--- config.mk ---
export PLATFORM = sky130hd
export DESIGN_NAME = bwt_req_arbiter
export DESIGN_NICKNAME = d
export VERILOG_FILES = /design/src/rtl/bwt_req_arbiter.sv
export SDC_FILE = /design/constraint.sdc
export NUM_CORES = 1
export LEC_CHECK = 0
export CAP_MARGIN = 25
export CELL_PAD_IN_SITES_DETAIL_PLACEMENT = 1
export CELL_PAD_IN_SITES_GLOBAL_PLACEMENT = 1
export CORE_MARGIN = 2
export CORE_UTILIZATION = 37
export CTS_BUF_LIST = sky130_fd_sc_hd__clkbuf_4 sky130_fd_sc_hd__clkbuf_8
export DETAILED_ROUTE_END_ITERATION = 7
export PLACE_DENSITY_LB_ADDON = 0.1
export SLEW_MARGIN = 20
export SYNTH_ARGS = -nofsm -noshare
export SYNTH_HDL_FRONTEND = slang
export SYNTH_SLANG_ARGS = --single-unit
export TNS_END_PERCENT = 10
--- constraint.sdc ---
create_clock -name clk -period 2.3 [get_ports clk]
set_input_delay 0.575 -clock clk [delete_from_list [all_inputs] [get_ports clk]]
set_output_delay 0.575 -clock clk [all_outputs]
set_load 0.05 [all_outputs]
--- src/rtl/bwt_req_arbiter.sv ---
// Arbitrates forward/backward BWT k/l lookups onto one memory port.
// Each requester owns a one-entry buffer; a granted entry issues k then l, gated by outstanding credits.
module bwt_req_arbiter #(
   parameter int unsigned ADDR_W  = 42,
   parameter int unsigned RN_W    = 9,
   parameter int unsigned MAX_OUT = 16
) (
   input  logic              clk,
   input  logic              rst,
   input  logic              f_req_valid,
   input  logic [ADDR_W-1:0] f_addr_k,
   input  logic [ADDR_W-1:0] f_addr_l,
   input  logic [RN_W-1:0]   f_read_num,
   input  logic              b_req_valid,
   input  logic [ADDR_W-1:0] b_addr_k,
   input  logic [ADDR_W-1:0] b_addr_l,
   input  logic [RN_W-1:0]   b_read_num,
   output logic              f_stall,
   output logic              b_stall,
   output logic              mem_valid,
   output logic [ADDR_W-1:0] mem_addr,
   output logic [RN_W+1:0]   mem_tag,
   input  logic              mem_ready,
   input  logic              resp_valid,
   output logic              busy,
   output logic              err_underflow
);

   typedef enum logic [1:0] {IDLE, ISSUE_K, ISSUE_L} state_t;

   localparam logic [5:0] MAX_CNT = 6'(MAX_OUT);

   state_t              state_q;
   logic                f_full_q, b_full_q;
   logic [ADDR_W-1:0]   f_k_q, f_l_q, b_k_q, b_l_q;
   logic [RN_W-1:0]     f_rn_q, b_rn_q;
   logic                gnt_b_q, last_b_q;
   logic                mem_valid_q;
   logic [ADDR_W-1:0]   mem_addr_q;
   logic [RN_W+1:0]     mem_tag_q;
   logic [5:0]          cnt_q, cnt_d;
   logic                err_q;
   logic                hs, f_load, b_load, pick_b, cnt_room;

   assign hs     = mem_valid_q & mem_ready;
   assign f_load = f_req_valid & ~f_full_q;
   assign b_load = b_req_valid & ~b_full_q;
   // Backward wins only if forward is empty or forward was granted last.
   assign pick_b = b_full_q & (~f_full_q | ~last_b_q);

   always_comb begin
      cnt_d = cnt_q;
      if (hs && !resp_valid)
         cnt_d = cnt_q + 6'd1;
      else if (!hs && resp_valid && cnt_q != '0)
         cnt_d = cnt_q - 6'd1;
   end

   // Valid is registered, so the credit check looks at next cycle's count.
   assign cnt_room = (cnt_d < MAX_CNT);

   always_ff @(posedge clk) begin
      if (rst) begin
         cnt_q <= '0;
         err_q <= 1'b0;
      end else begin
         cnt_q <= cnt_d;
         if (resp_valid && cnt_q == '0)
            err_q <= 1'b1;
      end
   end

   always_ff @(posedge clk) begin
      if (rst) begin
         f_k_q  <= '0;
         f_l_q  <= '0;
         f_rn_q <= '0;
         b_k_q  <= '0;
         b_l_q  <= '0;
         b_rn_q <= '0;
      end else begin
         if (f_load) begin
            f_k_q  <= f_addr_k;
            f_l_q  <= f_addr_l;
            f_rn_q <= f_read_num;
         end
         if (b_load) begin
            b_k_q  <= b_addr_k;
            b_l_q  <= b_addr_l;
            b_rn_q <= b_read_num;
         end
      end
   end

   always_ff @(posedge clk) begin
      if (rst) begin
         state_q     <= IDLE;
         f_full_q    <= 1'b0;
         b_full_q    <= 1'b0;
         gnt_b_q     <= 1'b0;
         last_b_q    <= 1'b1;
         mem_valid_q <= 1'b0;
         mem_addr_q  <= '0;
         mem_tag_q   <= '0;
      end else begin
         if (f_load) f_full_q <= 1'b1;
         if (b_load) b_full_q <= 1'b1;
         case (state_q)
            IDLE: begin
               if (f_full_q || b_full_q) begin
                  gnt_b_q     <= pick_b;
                  mem_addr_q  <= pick_b ? b_k_q : f_k_q;
                  mem_tag_q   <= {pick_b, (pick_b ? b_rn_q : f_rn_q), 1'b0};
                  mem_valid_q <= cnt_room;
                  state_q     <= ISSUE_K;
               end
            end
            ISSUE_K: begin
               mem_valid_q <= cnt_room;
               if (hs) begin
                  mem_addr_q   <= gnt_b_q ? b_l_q : f_l_q;
                  mem_tag_q[0] <= 1'b1;
                  state_q      <= ISSUE_L;
               end
            end
            ISSUE_L: begin
               if (hs) begin
                  if (gnt_b_q) b_full_q <= 1'b0;
                  else         f_full_q <= 1'b0;
                  last_b_q    <= gnt_b_q;
                  mem_valid_q <= 1'b0;
                  state_q     <= IDLE;
               end else begin
                  mem_valid_q <= cnt_room;
               end
            end
            default: begin
               mem_valid_q <= 1'b0;
               state_q     <= IDLE;
            end
         endcase
      end
   end

   assign f_stall       = f_full_q;
   assign b_stall       = b_full_q;
   assign mem_valid     = mem_valid_q;
   assign mem_addr      = mem_addr_q;
   assign mem_tag       = mem_tag_q;
   assign busy          = (state_q != IDLE) | f_full_q | b_full_q;
   assign err_underflow = err_q;

endmodule

# == Word-level counts from Yosys, hierarchy flattened ==
# Cells that the tools add are included.
# word_totals
register_bits,253
in_bits,192
output_inout_bits,58
wordCells,77
# op_classes
n_addsub,2
n_lt_le_gt_ge,1
eq_ne,5
mux,26
bitwise_logic,10
reduce_logical,16
# op_table
cell,count
42-bit 2-to-1 mux,4
42-bit one-hot mux with 2 select lines,1
1-bit 2-to-1 mux,12
6-bit 2-to-1 mux,2
9-bit 2-to-1 mux,1
6-bit by 1-bit adder with 6-bit output (second input constant),1
6-bit logical NOT,1
6-bit by 5-bit less-than comparator with 1-bit output (second input constant),1
2-bit 2-to-1 mux,3
2-bit != test (second input constant),3
2-bit one-hot mux with 3 select lines,1
3-bit AND reduction,2
6-bit nonzero test,1
6-bit by 1-bit subtractor with 6-bit output (second input constant),1
1-bit bitwise AND,4
1-bit logical AND,4
2-bit AND reduction,2
2-bit nonzero test,2
1-bit inverter,3
1-bit bitwise OR,3
1-bit one-hot mux with 3 select lines,1
2-bit by 1-bit == test with 1-bit output (second input constant),1
2-bit == test (second input constant),1
1-bit logical NOT,2
3 further kinds,3

# == Longest topological paths before layout ==
# logic_depth
depth_word,9
ltp_mapped,7
ltp_nobuf,7

# == Least setup slack after synthesis ==
# Ideal clock, no wire load.
# synth_path
kind,register -> register
startpoint,reg mem_valid_q (netlist: mem_valid)
endpoint,reg mem_valid_q (netlist: mem_valid)
setup_ns,0.117
arrival_time_ns,1.793
t_required_ns,2.183
slack_ns,0.390
stages_incl_launch_ff,6
path_buffers,0
period_less_slack_ns,1.910
path_cell_list,dfxtp_1 nand2_1 nor4b_1 a31oi_4 xor2_1 a32o_1
# synth_via
elab_chain_len,9
elab_cells_between_ends,11
classes_between,1 x order compare; 5 x mux; 1 x bitwise; 4 x reduce/logical
# synth_lines
item,line_no,text
"start, declared",38,logic mem_valid_q;
"start signal, assigned",114,mem_valid_q <= cnt_room;
"start signal, assigned",119,mem_valid_q <= cnt_room;
"start signal, assigned",134,mem_valid_q <= cnt_room;
1-bit bitwise AND *,45,assign hs = mem_valid_q & mem_ready;
1-bit logical NOT,55,else if (!hs && resp_valid && cnt_q != '0)
1-bit logical AND (2 in series),55,
6-bit 2-to-1 mux,55,
6-bit 2-to-1 mux,53,if (hs && !resp_valid)
6-bit by 5-bit less-than comparator with 1-bit output,60,assign cnt_room = (cnt_d < MAX_CNT);
"1-bit 2-to-1 mux, on equally long branches","127, 110",
1-bit one-hot mux with 3 select lines *,108,case (state_q)
# Every way passes the cells marked *; elsewhere a longest branch is shown, timed or not. The select of a mux whose other input is x is not followed.
# A chain may end at the register's enable or synchronous reset.

# == Worst setup path in the final report ==
# layout_path
startpoint,reg mem_tag_q[7] (netlist: mem_tag[7])
endpoint,out mem_tag[7]
# layout_lines
item,line_no,text
"start, declared",40,logic [RN_W+1:0] mem_tag_q;
"start signal, assigned",113,"mem_tag_q <= {pick_b, (pick_b ? b_rn_q : f_rn_q), 1'b0};"
"end, declared",22,"output logic [RN_W+1:0] mem_tag,"
# No word-level cell between the ends.

==> metrics.txt <==
metal2 WL=16400 microns; number of hold violations in the final report=0; leakage power=5.47 nW; layout cell share with drive strength beyond 1=8.52%; worst vdd ir=0.350 mV; number of enable-type register cells in the synthesized netlist=0; synthesis-to-finish area growth=39.2%; diode count=0; arrival time worst endpoint=1.68 ns; vias per cell=5.16; sequential-to-total area share from yosys stat=49.5%; total clock buffers created by CTS=45; Die X-Extent=170 microns; Primary FF master, synth=dfxtp_1; gate count after technology mapping=1333; CTS tree=done; placed wire-length estimate=22400 microns; Detail Route Antenna Nets=0; starting DRC count in detailed routing=454; transition time of the tightest slew-check pin=0.565 ns; Setup Crit Path Kind=flop to output pin; number of buffers added for setup after CTS=0; count of buffer and inverter cells on the critical path=1; Reg2Reg Capture Point=mem_addr[26]; status=completed; final setup slack of the worst path=0.0475 ns; sinks on the clock net=252; final weighted congestion in routability-driven placement=0.815; buffer levels on the longest clock path=3; highest routed metal layer=met4; total overflow reported by the global router=0; mean post-synth cell area=7.65 sq um; number of buffer cells added on primary ports=249; count of synthesis-stage warnings from yosys=0; Mapped Nets=1528; count of max-cap constraint violations=0; clock insertion delay at the later pin of the skew report=0.54 ns; # IOs=250; number of pins with negative max-slew slack in the final report=0; origin of the critical flop-to-flop path=b_stall; first-pass GRT wire length=53700 microns; Critical Path RT=1.73 ns; core outline area=27000 sq um; CTS Root Buffer Type=clkbuf_8; count of distinct cell types in the synthesized netlist=40; pin count of the biggest net entering global routing=71; setup repair after global routing missed its margin=false; pre-CTS worst setup slack=-0.00202 ns; share of synthesized flip-flops with an asynchronous set or reset=0%; maximum clock frequency=444 MHz; vias in the first global route=10300; start point of the critical path=mem_tag[7]; depth of the most critical reg-to-reg path=5; fin crit period=2.25 ns; amount of wire on met3 after detailed routing=1690 microns; routed length on met1=15500 microns; initial antenna violation count=0; Crit. path cell count=1; y dimension of the die=170 microns; Slew headroom=62.5%; starting density of the core=37.7%; number of design rule violations left after detail routing=0; largest fanout on the critical path=2; Routed WL=34100 microns; number of vias after detailed routing=9945; H-tree Lvls=2; Site Rows=60; worst-case clock skew=0.00992 ns; GRT Util Overall=23.2%; number of flip-flops and latches in the synthesized netlist=252; register clock-pin slew on the reported worst setup and hold paths=0.06 ns; crit-path cells=clkdlybuf4s50_1; Die Outline Area=28900 sq um; cell class contributing the biggest share of worst-path delay=buffers and inverters; worst hold path type=flop to flop; crit path capture=mem_tag[7]; minimum setup slack among reg-to-reg paths=0.47 ns; CP max stage cell=clkdlybuf4s50_1; CP Launch Type=flop; Setup violations, final=0; net count reported at finish=1750; WL/cell=17.7 microns; CP peak stage delay=0.81 ns; kind of end point of the critical path=output pin; total standard cell area after synthesis=10200 sq um; areal power density over the cells=855 nW/um^2; share of the cycle needed by the critical path after routing=97.9%; hold slack final=0.448 ns; count of TritonRoute iterations in the first routing pass=4
## power breakdown
group | switching, mW | leakage, nW | internal, mW | total (mW)
combinational | 1.66 | 2.90 | 1.12 | 2.78
clock | 1.81 | 0.506 | 2.55 | 4.36
sequential | 0.265 | 2.07 | 4.73 | 5.00
## synthesized netlist by cell type (all sizes together) (4+ instances only)
| cell type | n | share of area [%] |
|---|---|---|
| a211oi | 42 | 3.1 |
| a21oi | 232 | 11 |
| a311o | 42 | 4.1 |
| a311oi | 10 | 0.86 |
| buf | 18 | 0.91 |
| clkbuf | 93 | 3.4 |
| dfxtp | 252 | 49 |
| inv | 5 | 0.18 |
| nand2 | 524 | 19 |
| nand2b | 4 | 0.25 |
| nor2 | 25 | 0.92 |
| nor2b | 47 | 2.9 |
| nor3 | 5 | 0.29 |
| o21ai | 5 | 0.25 |
## cells by family (layout without fill, tap and decap cells)
logic type,after synthesis,after routing,share of synthesized area (%)
compound gates,340,340,20.7
xor+xnor,3,3,0.258
fa+ha+maj,3,3,0.368
buf+inv,116,368,4.52
flops,252,252,49.5
mux,1,1,0.0982
simple gates,618,618,24.6
## through the flow
stage	setup TNS, ns	area, sq um	utilization, %	cells	total power [mW]
6_report	0	14200	52.5	1926	12.1
5_1_grt	0	14200	52.5	1926	12.7
4_1_cts	0	14200	52.4	1926	12.3
3_5_place_dp	-0.00202	13300	49.1	1849	7.95
3_3_place_gp	0	13300	49.1	1849	7.88
2_1_floorplan	0	10200	-	1333	6.73
## how the worst min path moves through the flow
stage                            from          end  depth (start not counted)
after detailed placement     last_b_q     last_b_q                          2
after floorplan              last_b_q     last_b_q                          2
after CTS                 mem_addr[7]  mem_addr[7]                          2
final                     mem_addr[7]  mem_addr[7]                          2
after global routing        f_l_q[22]    f_l_q[22]                          2
after global placement       last_b_q     last_b_q                          2
## worst min-delay path, stage by stage (launching register included)
cell	delay (ns)
dfxtp_1	0.30
nand2_1	0.05
a21oi_1	0.05
## layout make-up
type / instances / area [sq um]
Sequential cell: 252 / 5050
Inverter: 5 / 18.8
Tap cell: 341 / 427
Fill cell: 3267 / 12800
Multi-Input combinational cell: 965 / 4740
Timing Repair Buffer: 286 / 3000
Clock inverter: 3 / 17.5
Clock buffer: 74 / 937
## placed cells by master (no fill, tap or decap), types with 3 or more instances in the layout
cell type | Yosys | routed
o21ai_0 | 5 | 5
a211oi_1 | 42 | 42
ha_1 | 3 | 3
nand2b_4 | 0 | 3
a311oi_1 | 10 | 10
a311o_1 | 42 | 42
nor2_1 | 25 | 25
a21oi_1 | 231 | 231
nand2_1 | 524 | 523
dfxtp_1 | 252 | 251
inv_1 | 4 | 4
clkbuf_4 | 0 | 13
dlygate4sd2_1 | 0 | 43
buf_12 | 0 | 21
xor2_1 | 3 | 3
clkbuf_8 | 0 | 61
nor2b_1 | 47 | 45
clkdlybuf4s50_1 | 0 | 193
nor3_1 | 4 | 4
buf_4 | 2 | 19
dlymetal6s2s_1 | 0 | 9
## routing by layer
layer | track usage, % | vias up
met5 | 0 | -
met4 | 5.43 | 0
met3 | 3.95 | 46
met2 | 40.6 | 233
met1 | 29.9 | 4769
li1 | - | 4897
## what timing repair did
item / in CTS / in global routing
hold buffers: 0 / 0
gates cloned: 0 / 0
gates resized for setup: 43 / 10
endpoints found under the setup margin: 43 / 10
## sequential cells by signal, summed over array words and instances (netlist names), 2 cells and up
| signal | count |
|---|---|
| b_rn_q | 9 |
| b_k_q | 42 |
| mem_addr | 42 |
| cnt_q | 6 |
| f_l_q | 42 |
| f_rn_q | 9 |
| b_l_q | 42 |
| state_q | 2 |
| f_k_q | 42 |
| mem_tag | 10 |
No activity file was read; power rests on OpenSTA's default activity.
==> variant, RTL diff (config.mk and constraints unchanged) <==
Change the parameter `RN_W` from 9 to 18.
--- a/src/rtl/bwt_req_arbiter.sv
+++ b/src/rtl/bwt_req_arbiter.sv
@@ -4,3 +4,3 @@
    parameter int unsigned ADDR_W  = 42,
-   parameter int unsigned RN_W    = 9,
+   parameter int unsigned RN_W    = 18,
    parameter int unsigned MAX_OUT = 16
Ports: changed (resized b_read_num, f_read_num and mem_tag); port bits go from 250 to 277. No check against the original RTL was run, so the function may have changed too.
==> variant against the original RTL <==
Die area is 9.9% higher; via count grew 11%; register-to-register slack worse by 0.05 ns; critical path depth grew 2; worst hold slack improved by 0.0021 ns; total power grew 9.9%; setup slack improved by 0.093 ns; final area is 8.6% higher; synthesized area grew 10%; non-clock buffer count rose by 21; sequential cell count increased by 27; combinational power increased by 10%; wire length grew 15%; largest cell class unchanged.
==> variant: results (changes against the original RTL) <==
Place
The total instance count after detailed placement is 2075 (was 1849). The count of buffers from port buffering is 276 (was 249). The global placer's final weighted congestion is 0.788 (was 0.815). The half-perimeter wire length after placement is 25700 um (was 22400 um).

Synth
Leading cell types by count after synthesis: sky130_fd_sc_hd__nand2_1 (621), sky130_fd_sc_hd__dfxtp_1 (279), sky130_fd_sc_hd__a21oi_1 (251) (was sky130_fd_sc_hd__nand2_1 (524), sky130_fd_sc_hd__dfxtp_1 (252), sky130_fd_sc_hd__a21oi_1 (231)). The number of nets produced by synthesis came to 1707 (was 1528). The synthesized area per cell is 7.52 sq um (was 7.65 sq um).

The part of the Yosys area used for sequential elements is 49.7% (was 49.5%). The number of unique standard cell types used by synthesis is 41 (was 40). Top area cells in the synthesized netlist: sky130_fd_sc_hd__dfxtp_1 (50%), sky130_fd_sc_hd__nand2_1 (21%), sky130_fd_sc_hd__a21oi_1 (11%), sky130_fd_sc_hd__nand3_1 (3.8%), sky130_fd_sc_hd__mux2i_1 (3.7%) (was sky130_fd_sc_hd__dfxtp_1 (49%), sky130_fd_sc_hd__nand2_1 (19%), sky130_fd_sc_hd__a21oi_1 (11%), sky130_fd_sc_hd__a311o_1 (4.1%), sky130_fd_sc_hd__clkbuf_1 (3.4%)).

Finish
The fraction of final layout cells with drive strength greater than 1 came to 7.70% (was 8.52%). The number of standard cells in the layout, taps in and fillers out is 2159 (was 1926). The filler cell count in the final layout is 3668 (was 3267).

The number of nets in the final layout was 1947 (was 1750).

Outcome
Outcome: complete, no violations (unchanged).

Timing
The worst clock skew on the final layout is 0.0147 ns (was 0.00992 ns).

Global routing
The largest net degree at the start of global routing came to 88 (was 71). The number of antenna violations at the first check in global routing is 5 (was 0). The overall global routing resource usage is 24.6% (was 23.2%).

Pwr
The standby leakage power came to 0.00605 uW (was 0.00547 uW). The worst-case vdd ir drop was 0.000501 V (was 0.000350 V).

Setup path
The worst reg-to-reg path cell count was 6 (was 5). The worst setup path startpoint was state_q[1]$_SDFFE_PP0P_ (was mem_tag[7]$_SDFFE_PP0P_). The endpoint of the lowest-slack register-to-register path was mem_addr[17]$_SDFFE_PP0P_ (was mem_addr[26]$_SDFFE_PP0P_). The maximum fanout count along the critical path is 6 (was 2).

The critical path's slowest cell was sky130_fd_sc_hd__dfxtp_1 (was sky130_fd_sc_hd__clkdlybuf4s50_1). The family of cells with the greatest summed delay on the critical path is simple AND/OR/NAND/NOR gates (was buffers and inverters).

Detailed routing
The detail-routed net length per standard cell is 18.2 um (was 17.7 um). The detailed-router iteration count before antenna repair is 5 (was 4).
variant: cell families (layout without fill, tap and decap cells):
| group | count (synthesis) | in the layout | share of synthesized area, % |
|---|---|---|---|
| mux | 42 | 42 | 3.74 |
| xor+xnor | 4 | 4 | 0.312 |
| flops | 279 | 279 | 49.7 |
| simple gates | 760 | 760 | 26.9 |
| buf+inv | 119 | 392 | 4.98 |
| other cells | 0 | 2 | 0 |
| fa+ha+maj | 3 | 3 | 0.334 |
| compound gates | 287 | 287 | 13.9 |
variant: routing by layer:
metal  track usage (%)  up-vias  wire [um]
met5                 0        -         39
met4              7.45        6        824
met3              5.78       61       2430
met2              41.7      254      18700
met1              31.2     5319      17300
li1                  -     5385          -
variant: power by group:
part	leakage, uW	internal (uW)	switching, uW
registers	0.00229	5240	280
clock network	0.000541	2750	2000
logic	0.00322	1140	1930
total	0.00605	9120	4210
variant: cell type report:
cell class / count / area (sq um) / area share, %
Antenna cell: 2 / 5.00 / 0.0325
Timing Repair Buffer: 307 / 3160 / 20.5
Multi-Input combinational cell: 1096 / 5130 / 33.3
Clock inverter: 5 / 52.6 / 0.341
Tap cell: 390 / 488 / 3.17
Clock buffer: 77 / 966 / 6.27
Inverter: 3 / 11.3 / 0.0731
Sequential cell: 279 / 5590 / 36.3
variant: worst register-to-register path: stages (launching register included):
cell	delay (ns)
sky130_fd_sc_hd__dfxtp_1	0.50
sky130_fd_sc_hd__nor2_1	0.17
sky130_fd_sc_hd__o21ai_1	0.28
sky130_fd_sc_hd__and2_2	0.43
sky130_fd_sc_hd__buf_12	0.21
sky130_fd_sc_hd__nand2_1	0.10
sky130_fd_sc_hd__a21oi_1	0.13
variant: timing repair:
item                                    4_1_cts  5_1_grt
gates resized for setup                      59        4
endpoints found under the setup margin       59        4
hold endpoints to repair                      0        0
gates cloned                                  0        0
